==> src/rtl/watch_time_counter.sv <==
// watch_time_counter: free-running calendar/time-of-day counter on a 1 Hz clock.
// Loads a packed time word from the set-mode stage through a level req / pulse
// ack handshake; illegal words are rejected with set_err and the clock keeps
// ticking.
//
// Ports:
//   clk1sec      in   1 Hz tick clock, rising edge
//   rst          in   asynchronous active-low reset
//   set_req      in   load request level, held until set_ack/set_err
//   set_time     in   {year[51:40],month[39:32],day[31:24],hour[23:16],minute[15:8],second[7:0]}
//   set_ack      out  one-cycle pulse, word accepted and loaded
//   set_err      out  one-cycle pulse, word rejected
//   year..second out  current time (registered)
//   day_tick     out  one-cycle pulse on the 23:59:59 -> 00:00:00 edge
//
// Optional feature macro WATCH_ALARM_EN adds alarm_on, alarm_hour,
// alarm_minute inputs and the alarm_hit output pulse.
module watch_time_counter #(
   parameter int unsigned YEAR_RST  = 2000,
   parameter int unsigned MONTH_RST = 1,
   parameter int unsigned DAY_RST   = 1,
   parameter int unsigned HOUR_RST  = 0
) (
   input  logic        clk1sec,
   input  logic        rst,
   input  logic        set_req,
   input  logic [51:0] set_time,
`ifdef WATCH_ALARM_EN
   input  logic        alarm_on,
   input  logic [7:0]  alarm_hour,
   input  logic [7:0]  alarm_minute,
   output logic        alarm_hit,
`endif
   output logic        set_ack,
   output logic        set_err,
   output logic [11:0] year,
   output logic [7:0]  month,
   output logic [7:0]  day,
   output logic [7:0]  hour,
   output logic [7:0]  minute,
   output logic [7:0]  second,
   output logic        day_tick
);

   localparam int unsigned YW = 12;
   localparam int unsigned FW = 8;

   typedef enum logic {
      ARMED    = 1'b0,
      WAIT_LOW = 1'b1
   } hs_state_t;

   hs_state_t state;

   // Gregorian leap-year rule.
   function automatic logic is_leap(input logic [YW-1:0] y);
      return ((y[1:0] == 2'b00) && ((y % 12'd100) != 12'd0)) ||
             ((y % 12'd400) == 12'd0);
   endfunction

   // Last day of month m in year y.
   function automatic logic [FW-1:0] max_date(input logic [FW-1:0] m,
                                              input logic [YW-1:0] y);
      logic [FW-1:0] r;
      case (m)
         8'd4, 8'd6, 8'd9, 8'd11: r = 8'd30;
         8'd2:                    r = is_leap(y) ? 8'd29 : 8'd28;
         default:                 r = 8'd31;
      endcase
      return r;
   endfunction

   // Fields of the word offered for loading.
   logic [YW-1:0] ld_year_c;
   logic [FW-1:0] ld_month_c, ld_day_c, ld_hour_c, ld_minute_c, ld_second_c;
   logic          legal_c;

   assign ld_year_c   = set_time[51:40];
   assign ld_month_c  = set_time[39:32];
   assign ld_day_c    = set_time[31:24];
   assign ld_hour_c   = set_time[23:16];
   assign ld_minute_c = set_time[15:8];
   assign ld_second_c = set_time[7:0];

   // Day limit is taken from the offered month/year, not the running ones.
   assign legal_c = (ld_year_c != 12'd0) &&
                    (ld_month_c >= 8'd1) && (ld_month_c <= 8'd12) &&
                    (ld_day_c >= 8'd1) &&
                    (ld_day_c <= max_date(ld_month_c, ld_year_c)) &&
                    (ld_hour_c <= 8'd23) &&
                    (ld_minute_c <= 8'd59) &&
                    (ld_second_c <= 8'd59);

   // Normal one-second increment with the full carry chain.
   logic [YW-1:0] inc_year_c;
   logic [FW-1:0] inc_month_c, inc_day_c, inc_hour_c, inc_minute_c, inc_second_c;
   logic          rollover_c;

   always_comb begin
      inc_year_c   = year;
      inc_month_c  = month;
      inc_day_c    = day;
      inc_hour_c   = hour;
      inc_minute_c = minute;
      inc_second_c = second + 8'd1;
      rollover_c   = 1'b0;
      if (second == 8'd59) begin
         inc_second_c = 8'd0;
         inc_minute_c = minute + 8'd1;
         if (minute == 8'd59) begin
            inc_minute_c = 8'd0;
            inc_hour_c   = hour + 8'd1;
            if (hour == 8'd23) begin
               inc_hour_c = 8'd0;
               rollover_c = 1'b1;
               inc_day_c  = day + 8'd1;
               if (day == max_date(month, year)) begin
                  inc_day_c   = 8'd1;
                  inc_month_c = month + 8'd1;
                  if (month == 8'd12) begin
                     inc_month_c = 8'd1;
                     // There is no year zero: 4095 wraps to 1.
                     inc_year_c  = (year == 12'd4095) ? 12'd1 : year + 12'd1;
                  end
               end
            end
         end
      end
   end

   // Handshake decode; a load overrides the tick on the same edge.
   logic load_c, err_c;

   assign load_c = (state == ARMED) && set_req && legal_c;
   assign err_c  = (state == ARMED) && set_req && !legal_c;

   logic [YW-1:0] nxt_year_c;
   logic [FW-1:0] nxt_month_c, nxt_day_c, nxt_hour_c, nxt_minute_c, nxt_second_c;

   always_comb begin
      nxt_year_c   = inc_year_c;
      nxt_month_c  = inc_month_c;
      nxt_day_c    = inc_day_c;
      nxt_hour_c   = inc_hour_c;
      nxt_minute_c = inc_minute_c;
      nxt_second_c = inc_second_c;
      if (load_c) begin
         nxt_year_c   = ld_year_c;
         nxt_month_c  = ld_month_c;
         nxt_day_c    = ld_day_c;
         nxt_hour_c   = ld_hour_c;
         nxt_minute_c = ld_minute_c;
         nxt_second_c = ld_second_c;
      end
   end

   // Time registers, handshake FSM and output pulses.
   always_ff @(posedge clk1sec or negedge rst) begin
      if (!rst) begin
         state    <= ARMED;
         year     <= YW'(YEAR_RST);
         month    <= FW'(MONTH_RST);
         day      <= FW'(DAY_RST);
         hour     <= FW'(HOUR_RST);
         minute   <= 8'd0;
         second   <= 8'd0;
         set_ack  <= 1'b0;
         set_err  <= 1'b0;
         day_tick <= 1'b0;
      end else begin
         year     <= nxt_year_c;
         month    <= nxt_month_c;
         day      <= nxt_day_c;
         hour     <= nxt_hour_c;
         minute   <= nxt_minute_c;
         second   <= nxt_second_c;
         set_ack  <= load_c;
         set_err  <= err_c;
         day_tick <= rollover_c && !load_c;
         case (state)
            ARMED:    if (set_req)  state <= WAIT_LOW;
            WAIT_LOW: if (!set_req) state <= ARMED;
            default:  state <= ARMED;
         endcase
      end
   end

`ifdef WATCH_ALARM_EN
   // Fires when the time about to be registered is alarm_hour:alarm_minute:00.
   always_ff @(posedge clk1sec or negedge rst) begin
      if (!rst) begin
         alarm_hit <= 1'b0;
      end else begin
         alarm_hit <= alarm_on &&
                      (nxt_hour_c == alarm_hour) &&
                      (nxt_minute_c == alarm_minute) &&
                      (nxt_second_c == 8'd0);
      end
   end
`endif

endmodule
==> config.mk <==
export PLATFORM = sky130hd
export DESIGN_NAME = watch_time_counter
export DESIGN_NICKNAME = d
export VERILOG_FILES = /design/src/rtl/watch_time_counter.sv
export SDC_FILE = /design/constraint.sdc
export NUM_CORES = 1
export LEC_CHECK = 0
export ABC_AREA = 1
export CAP_MARGIN = 20
export CORE_MARGIN = 10
export CORE_UTILIZATION = 46
export CTS_BUF_LIST = sky130_fd_sc_hd__clkbuf_8 sky130_fd_sc_hd__clkbuf_16
export DETAILED_ROUTE_END_ITERATION = 10
export PLACE_DENSITY = 0.83
export SLEW_MARGIN = 0
export SYNTH_ARGS = -nofsm -noshare
export SYNTH_HDL_FRONTEND = slang
export SYNTH_SLANG_ARGS = --single-unit
==> constraint.sdc <==
create_clock -name clk1sec -period 7.2 [get_ports clk1sec]
set_input_delay 1.44 -clock clk1sec [delete_from_list [all_inputs] [get_ports clk1sec]]
set_output_delay 1.44 -clock clk1sec [all_outputs]
set_load 0.02 [all_outputs]
==> results of run 1 <==
[worst max-delay path: cells and delay by family]
| kind | cells | cell delay, ns |
|---|---|---|
| buf+inv | 7 | 1.12 |
| fa+ha+maj | 1 | 0.33 |
| simple gates | 31 | 3.02 |
| compound gates | 6 | 1.08 |
[area by class of cell]
type | count | area (µm²) | area share [%]
inverters | 123 | 462 | 6.98
well taps | 140 | 175 | 2.65
multi-input cells | 596 | 3220 | 48.7
clock inverters | 3 | 46.3 | 0.700
clock buffers | 5 | 68.8 | 1.04
diodes | 1 | 2.50 | 0.0378
repair buffers | 127 | 1230 | 18.6
flip-flops and latches | 56 | 1410 | 21.3
[layout by cell type, fill, tap and decap left out, types with 5 or more instances in the layout]
cell,n
nor2_2,7
dfstp_2,8
nand3b_1,5
nand3_1,72
nor2_1,48
nand3_2,9
dfrtp_1,48
nand2_2,22
xnor2_1,6
inv_1,117
a21oi_1,14
ha_1,12
clkbuf_8,5
buf_4,17
nand2_4,10
nand2_1,225
o21ai_0,45
nor4_1,10
nor3_1,7
o21ai_1,10
clkdlybuf4s50_1,107
nand4_1,23
xor2_1,27
o22ai_1,5
[worst min-delay path by stage]
stage / from / endpoint / slack, ns / depth (start not counted)
3_3_place_gp: month[0]$_DFFE_PN1P_ / month[0]$_DFFE_PN1P_ / 0.48 / 2
2_1_floorplan: state$_DFF_PN0_ / set_err$_DFF_PN0_ / 0.47 / 3
6_report: month[0]$_DFFE_PN1P_ / month[0]$_DFFE_PN1P_ / 0.51 / 2
3_5_place_dp: month[0]$_DFFE_PN1P_ / month[0]$_DFFE_PN1P_ / 0.48 / 2
5_1_grt: month[0]$_DFFE_PN1P_ / month[0]$_DFFE_PN1P_ / 0.54 / 2
4_1_cts: month[0]$_DFFE_PN1P_ / month[0]$_DFFE_PN1P_ / 0.50 / 2
[power by group through the flow]
| stage | Combinational, mW | Clock, mW | Sequential [mW] |
|---|---|---|---|
| after floorplan | 0.0992 | 0 | 0.368 |
| after global placement | 0.212 | 0 | 0.352 |
| after detailed placement | 0.214 | 0 | 0.353 |
| after CTS | 0.216 | 0.222 | 0.347 |
| after global routing | 0.252 | 0.235 | 0.350 |
| final | 0.227 | 0.219 | 0.347 |
[metal layers]
| layer | wire [µm] | up-vias |
|---|---|---|
| li1 | - | 2805 |
| met1 | 6270 | 2582 |
| met2 | 7650 | 208 |
| met3 | 1240 | 34 |
| met4 | 442 | 0 |
| met5 | 0 | - |
[per-stage QoR]
stage	utilization (%)	power (mW)	TNS [ns]	instances
6_report	61.0	0.793	0	1051
2_1_floorplan	-	0.467	0	791
3_3_place_gp	58.8	0.564	0	1037
4_1_cts	59.9	0.785	0	1045
5_1_grt	61.0	0.836	-2.22	1051
3_5_place_dp	58.8	0.567	-0.635	1037
[cells by family (layout without fill, tap and decap cells)]
| family | count (synthesis) | after routing |
|---|---|---|
| and+or+nand+nor | 448 | 448 |
| buffers and inverters | 139 | 258 |
| AOI/OAI and AO/OA | 103 | 103 |
| DFF | 56 | 56 |
| xor gates and xnor gates | 33 | 33 |
| adders and majority gates | 12 | 12 |
| other | 0 | 1 |
[registers in the layout (all words and copies together), names as in the netlist]
signal	cells
day	8
day_tick	1
hour	8
minute	8
month	8
second	8
set_ack	1
set_err	1
state	1
year	12
[repair_timing]
item | in CTS | in global routing
resized for setup | 0 | 25
setup endpoints to repair | 0 | 54
setup buffers | 0 | 5
hold buffers | 0 | 0
==> results.json, run 1 <==
{
  "clkPwrFrac_pct": 27.6,
  "tightest_slew_ns": 0.741,
  "wl_um": 15600,
  "layout.filler_cells": 988,
  "criticalPathCategory": "input pin to flip-flop",
  "p_int_uw": 535,
  "seqPwrFrac_pct": 43.8,
  "yosys.area.top_type_share_pct": 23.5,
  "r2r_slack_ns": 2.79,
  "place_area_mm2": 0.00638,
  "hp-class": "flip-flop to flip-flop",
  "max_freq_mhz": 148,
  "routed_via_density": 5.36,
  "start_util_pct": 47.1,
  "powerDensity_mw_per_mm2": 120,
  "critPathMaxFanout": 11,
  "endpoint": "minute[3]$_DFFE_PN0P_",
  "crit_path_end_kind": "flip-flop",
  "die_y_um": 125,
  "firstDrtPassIters": 5,
  "busiest_layer": "met2",
  "die-width_um": 125,
  "core_mm2": 0.0108,
  "finalHoldWorstSlack_ns": 0.508,
  "cap_violations": 0,
  "cts_tree": "done",
  "yosysTopAreaCell": "dfrtp_1",
  "globalRouteMet1Util_pct": 21.2,
  "cp_data_required_time_ns": 7.44,
  "ant_nets": 0,
  "synth_simple_gate_area_share_pct": 41.1,
  "first_iter_violations": 352,
  "avgSynthCellArea_um2": 6.45,
  "gr-usage-met3_pct": 5.45,
  "yosys.area_share.adder_pct": 2.94,
  "gr-usage-met2_pct": 32.6,
  "ctsLongestPathBuffers": 2,
  "slowest_delay_ns": 0.50,
  "r2r_cells": 35,
  "syn_inst": 791,
  "grt_pass1_wl_um": 25500,
  "yosys_most_used_dff": "dfrtp_1",
  "drc_errors": 0,
  "setup_violations": 0,
  "power_switching_uw": 258,
  "htree_levels": 2,
  "syn-cell-area_mm2": 0.00510,
  "grt_pass1_vias": 5520,
  "cts.clk_slew.worst_paths_ns": 0.11,
  "antenna_found_initial": 1,
  "synth_xor_area_share_pct": 5.66,
  "synth_most_common_cell": "nand2_1",
  "gp_congestion": 0.975,
  "ys_seq_area_share_pct": 27.6,
  "layout_min_cycle_time_ns": 6.74,
  "status": "finished, final reports clean",
  "p_sw_share_pct": 32.6,
  "synth_top_family_by_area": "simple AND/OR/NAND/NOR gates",
  "grt_max_degree": 57,
  "critPathLaunchType": "input pin",
  "max-vdd-ir-drop_mv": 0.153,
  "crit_start": "set_time[48]",
  "dieArea_mm2": 0.0157,
  "drive_above_1_share_pct": 10.9,
  "cts_sinks": 56,
  "skew_ns": 0.00693,
  "final_cell_area_mm2": 0.00661,
  "crit_top_cell": "nand2_1",
  "numCtsBuffers": 5,
  "dp_slack_ns": -0.107,
  "synth_commonest_cells": "231 x nand2_1, 118 x inv_1, 76 x nand3_1",
  "root_buffer": "clkbuf_8",
  "regToRegStartpoint": "year[10]$_DFFE_PN1P_",
  "dpl.hpwl_um": 12100,
  "hold_viol": 0,
  "synth.distinct_cells": 52,
  "post_drt_wl_per_cell_um": 14.8,
  "overflow": 0,
  "final_nets": 976,
  "yosysWarnings": 0,
  "period_share_pct": 93.6,
  "clk_latency_ns": 0.32,
  "synth_compound_area_share_pct": 11.9,
  "finalWorstSetupSlack_ns": 0.460,
  "grt_usage_pct": 18.7,
  "synthTopCellsByArea": "dfrtp_1 24%, nand2_1 17%, inv_1 8.7%, nand3_1 7.5%, o21ai_0 4.7%",
  "async_flop_share_pct": 100,
  "synth.ff_latch_count": 56,
  "mappedNetlistNets": 858,
  "final_max_slew_viol_count": 0,
  "relSlewSlack_pct": 50.2,
  "p_leak_nw": 3.30,
  "ioPinCount": 110,
  "cp_slowest_cell": "clkdlybuf4s50_1",
  "fp-row-count": 38,
  "crit_arrival_ns": 6.98,
  "vias": 5629,
  "synth_edf_count": 0,
  "reg2reg_to": "month[1]$_DFFE_PN0P_",
  "synth.area.mux_share_pct": 0,
  "combPwrFrac_pct": 28.6,
  "io_buffers": 109,
  "area_growth_pct": 29.6
}
Note: power is estimated with default switching activity, not from simulation.
==> run 2: changes to the inputs <==
- CAP_MARGIN: 20 -> unset
- GPL_TIMING_DRIVEN: unset -> 0
- MAX_ROUTING_LAYER: unset -> met4
==> run 2 against run 1 <==
  * Register-to-register slack about the same
  * First-iteration DRC count up 14%
  * Largest cell class unchanged
  * Sequential share of layout area fell by 0.12 points
  * Setup slack better by 0.29 ns
  * Via count down 0.34%
  * Die area did not move
  * Fmax rose by 4.4%
  * Wire length fell by 0.33%
==> results.json, run 2 (synthesized netlist as in run 1, its figures left out) <==
{
  "status": "finished, final reports clean",
  "finalWorstSetupSlack_ns": 0.747,
  "routed_via_density": 5.32,
  "hp-class": "flip-flop to flip-flop",
  "cap_violations": 0,
  "mostFrequentLayoutCells": "225 x nand2_1, 117 x inv_1, 103 x clkdlybuf4s50_1",
  "slowest_delay_ns": 0.34,
  "first_iter_violations": 400,
  "max-vdd-ir-drop_mv": 0.136,
  "ant_nets": 0,
  "grt_usage_pct": 19.4,
  "gp_congestion": 0.920,
  "overflow": 0,
  "vias": 5610,
  "cts.clk_slew.worst_paths_ns": 0.11,
  "cp_data_required_time_ns": 7.43,
  "tightest_slew_ns": 0.822,
  "grt_pass1_wl_um": 25600,
  "critPathMaxFanout": 10,
  "ctsLongestPathBuffers": 2,
  "root_buffer": "clkbuf_8",
  "criticalPathCategory": "input pin to flip-flop",
  "grt_pass1_vias": 5448,
  "critPathLaunchType": "input pin",
  "wl_um": 15500,
  "tns_ns": 0,
  "crit_top_cell": "nand2_1",
  "antenna_found_initial": 0,
  "largest_reg_flops": 12,
  "place_area_mm2": 0.00639,
  "relSlewSlack_pct": 44.7,
  "globalRouteMet1Util_pct": 23.5,
  "setup_violations": 0,
  "fp-row-count": 38,
  "hold_viol": 0,
  "layout_min_cycle_time_ns": 6.45,
  "start_util_pct": 47.1,
  "busiest_layer": "met2",
  "layout.cells.non_filler": 1055,
  "drc_errors": 0,
  "grt_max_degree": 36,
  "place_inst": 1041,
  "dieArea_mm2": 0.0157,
  "gr-usage-met2_pct": 32.3,
  "crit_arrival_ns": 6.69,
  "drive_above_1_share_pct": 11.4,
  "clk_latency_ns": 0.33,
  "total_power_uw": 757,
  "die_y_um": 125,
  "gr-usage-met3_pct": 3.76,
  "cp_slowest_cell": "a2111oi_4",
  "period_share_pct": 89.6,
  "final_nets": 981,
  "layout_commonest_cell": "nand2_1",
  "final_max_slew_viol_count": 0,
  "core_mm2": 0.0108,
  "skew_ns": 0.0200,
  "die-width_um": 125,
  "dpl.hpwl_um": 12200,
  "crit_path_end_kind": "flip-flop",
  "antenna_cells": 0,
  "post_drt_wl_per_cell_um": 14.7,
  "ioPinCount": 110,
  "dp_slack_ns": -0.654,
  "area_growth_pct": 30.3,
  "htree_levels": 2,
  "max_freq_mhz": 155,
  "top_register": "year",
  "powerDensity_mw_per_mm2": 114,
  "final_cell_area_mm2": 0.00665,
  "p_leak_nw": 3.33,
  "io_buffers": 109,
  "cts_tree": "done",
  "grt_setup_unrepaired": "false",
  "numCtsBuffers": 5,
  "cts_sinks": 56,
  "firstDrtPassIters": 5
}
-- run 2: metrics by stage --
stage                     hold WS (ns)  util (%)
after floorplan                  0.467         -
final                            0.505      61.4
after global placement           0.479      58.8
after global routing             0.525      61.4
after detailed placement         0.484      58.9
after CTS                        0.510      60.0
-- run 2: final timing paths --
path / slack (ns) / startpoint / end / depth (start not counted)
hold / removal: 0.51 / state$_DFF_PN0_ / set_err$_DFF_PN0_ / 3
max in group asynchronous: 5.43 / rst / year[4]$_DFFE_PN1P_ / 2
setup / recovery: 0.75 / set_time[48] / second[4]$_DFF_PN0_ / 45
hold reg to reg: 0.51 / state$_DFF_PN0_ / set_err$_DFF_PN0_ / 3
setup reg to reg: 2.80 / year[10]$_DFFE_PN1P_ / year[2]$_DFFE_PN0P_ / 37
min in group asynchronous: 1.08 / rst / set_ack$_DFF_PN0_ / 1
-- run 2: power breakdown --
| part | internal, mW | switching [mW] | leakage, nW |
|---|---|---|---|
| combinational | 0.0984 | 0.122 | 2.58 |
| clock | 0.0712 | 0.118 | 0.0423 |
| sequential | 0.329 | 0.0176 | 0.707 |
-- run 2: layout make-up --
cell class,instances,area (µm²)
clock inverters,3,26.3
multi-input cells,596,3240
inverters,123,462
plain buffers,16,109
flip-flops and latches,56,1410
clock buffers,5,68.8
fillers,1021,4190
repair buffers,116,1160
well taps,140,175
-- run 2: what timing repair did --
item	in CTS	in global routing
pin swaps	1	5
setup endpoints to repair	27	54
hold buffers	0	0
gates resized for setup	9	41
buffers inserted	1	5
-- run 2: per-layer routing --
metal | vias up | share of wire (%)
met5 | - | 0
met4 | 0 | 2.4
met3 | 31 | 6.3
met2 | 204 | 48
met1 | 2543 | 43
li1 | 2832 | -
-- run 2: worst max-delay path, delay by kind of cell --
family	cells	cell delay, ns
buf+inv	8	1.05
simple gates	31	2.96
fa+ha+maj	1	0.32
compound gates	5	0.90
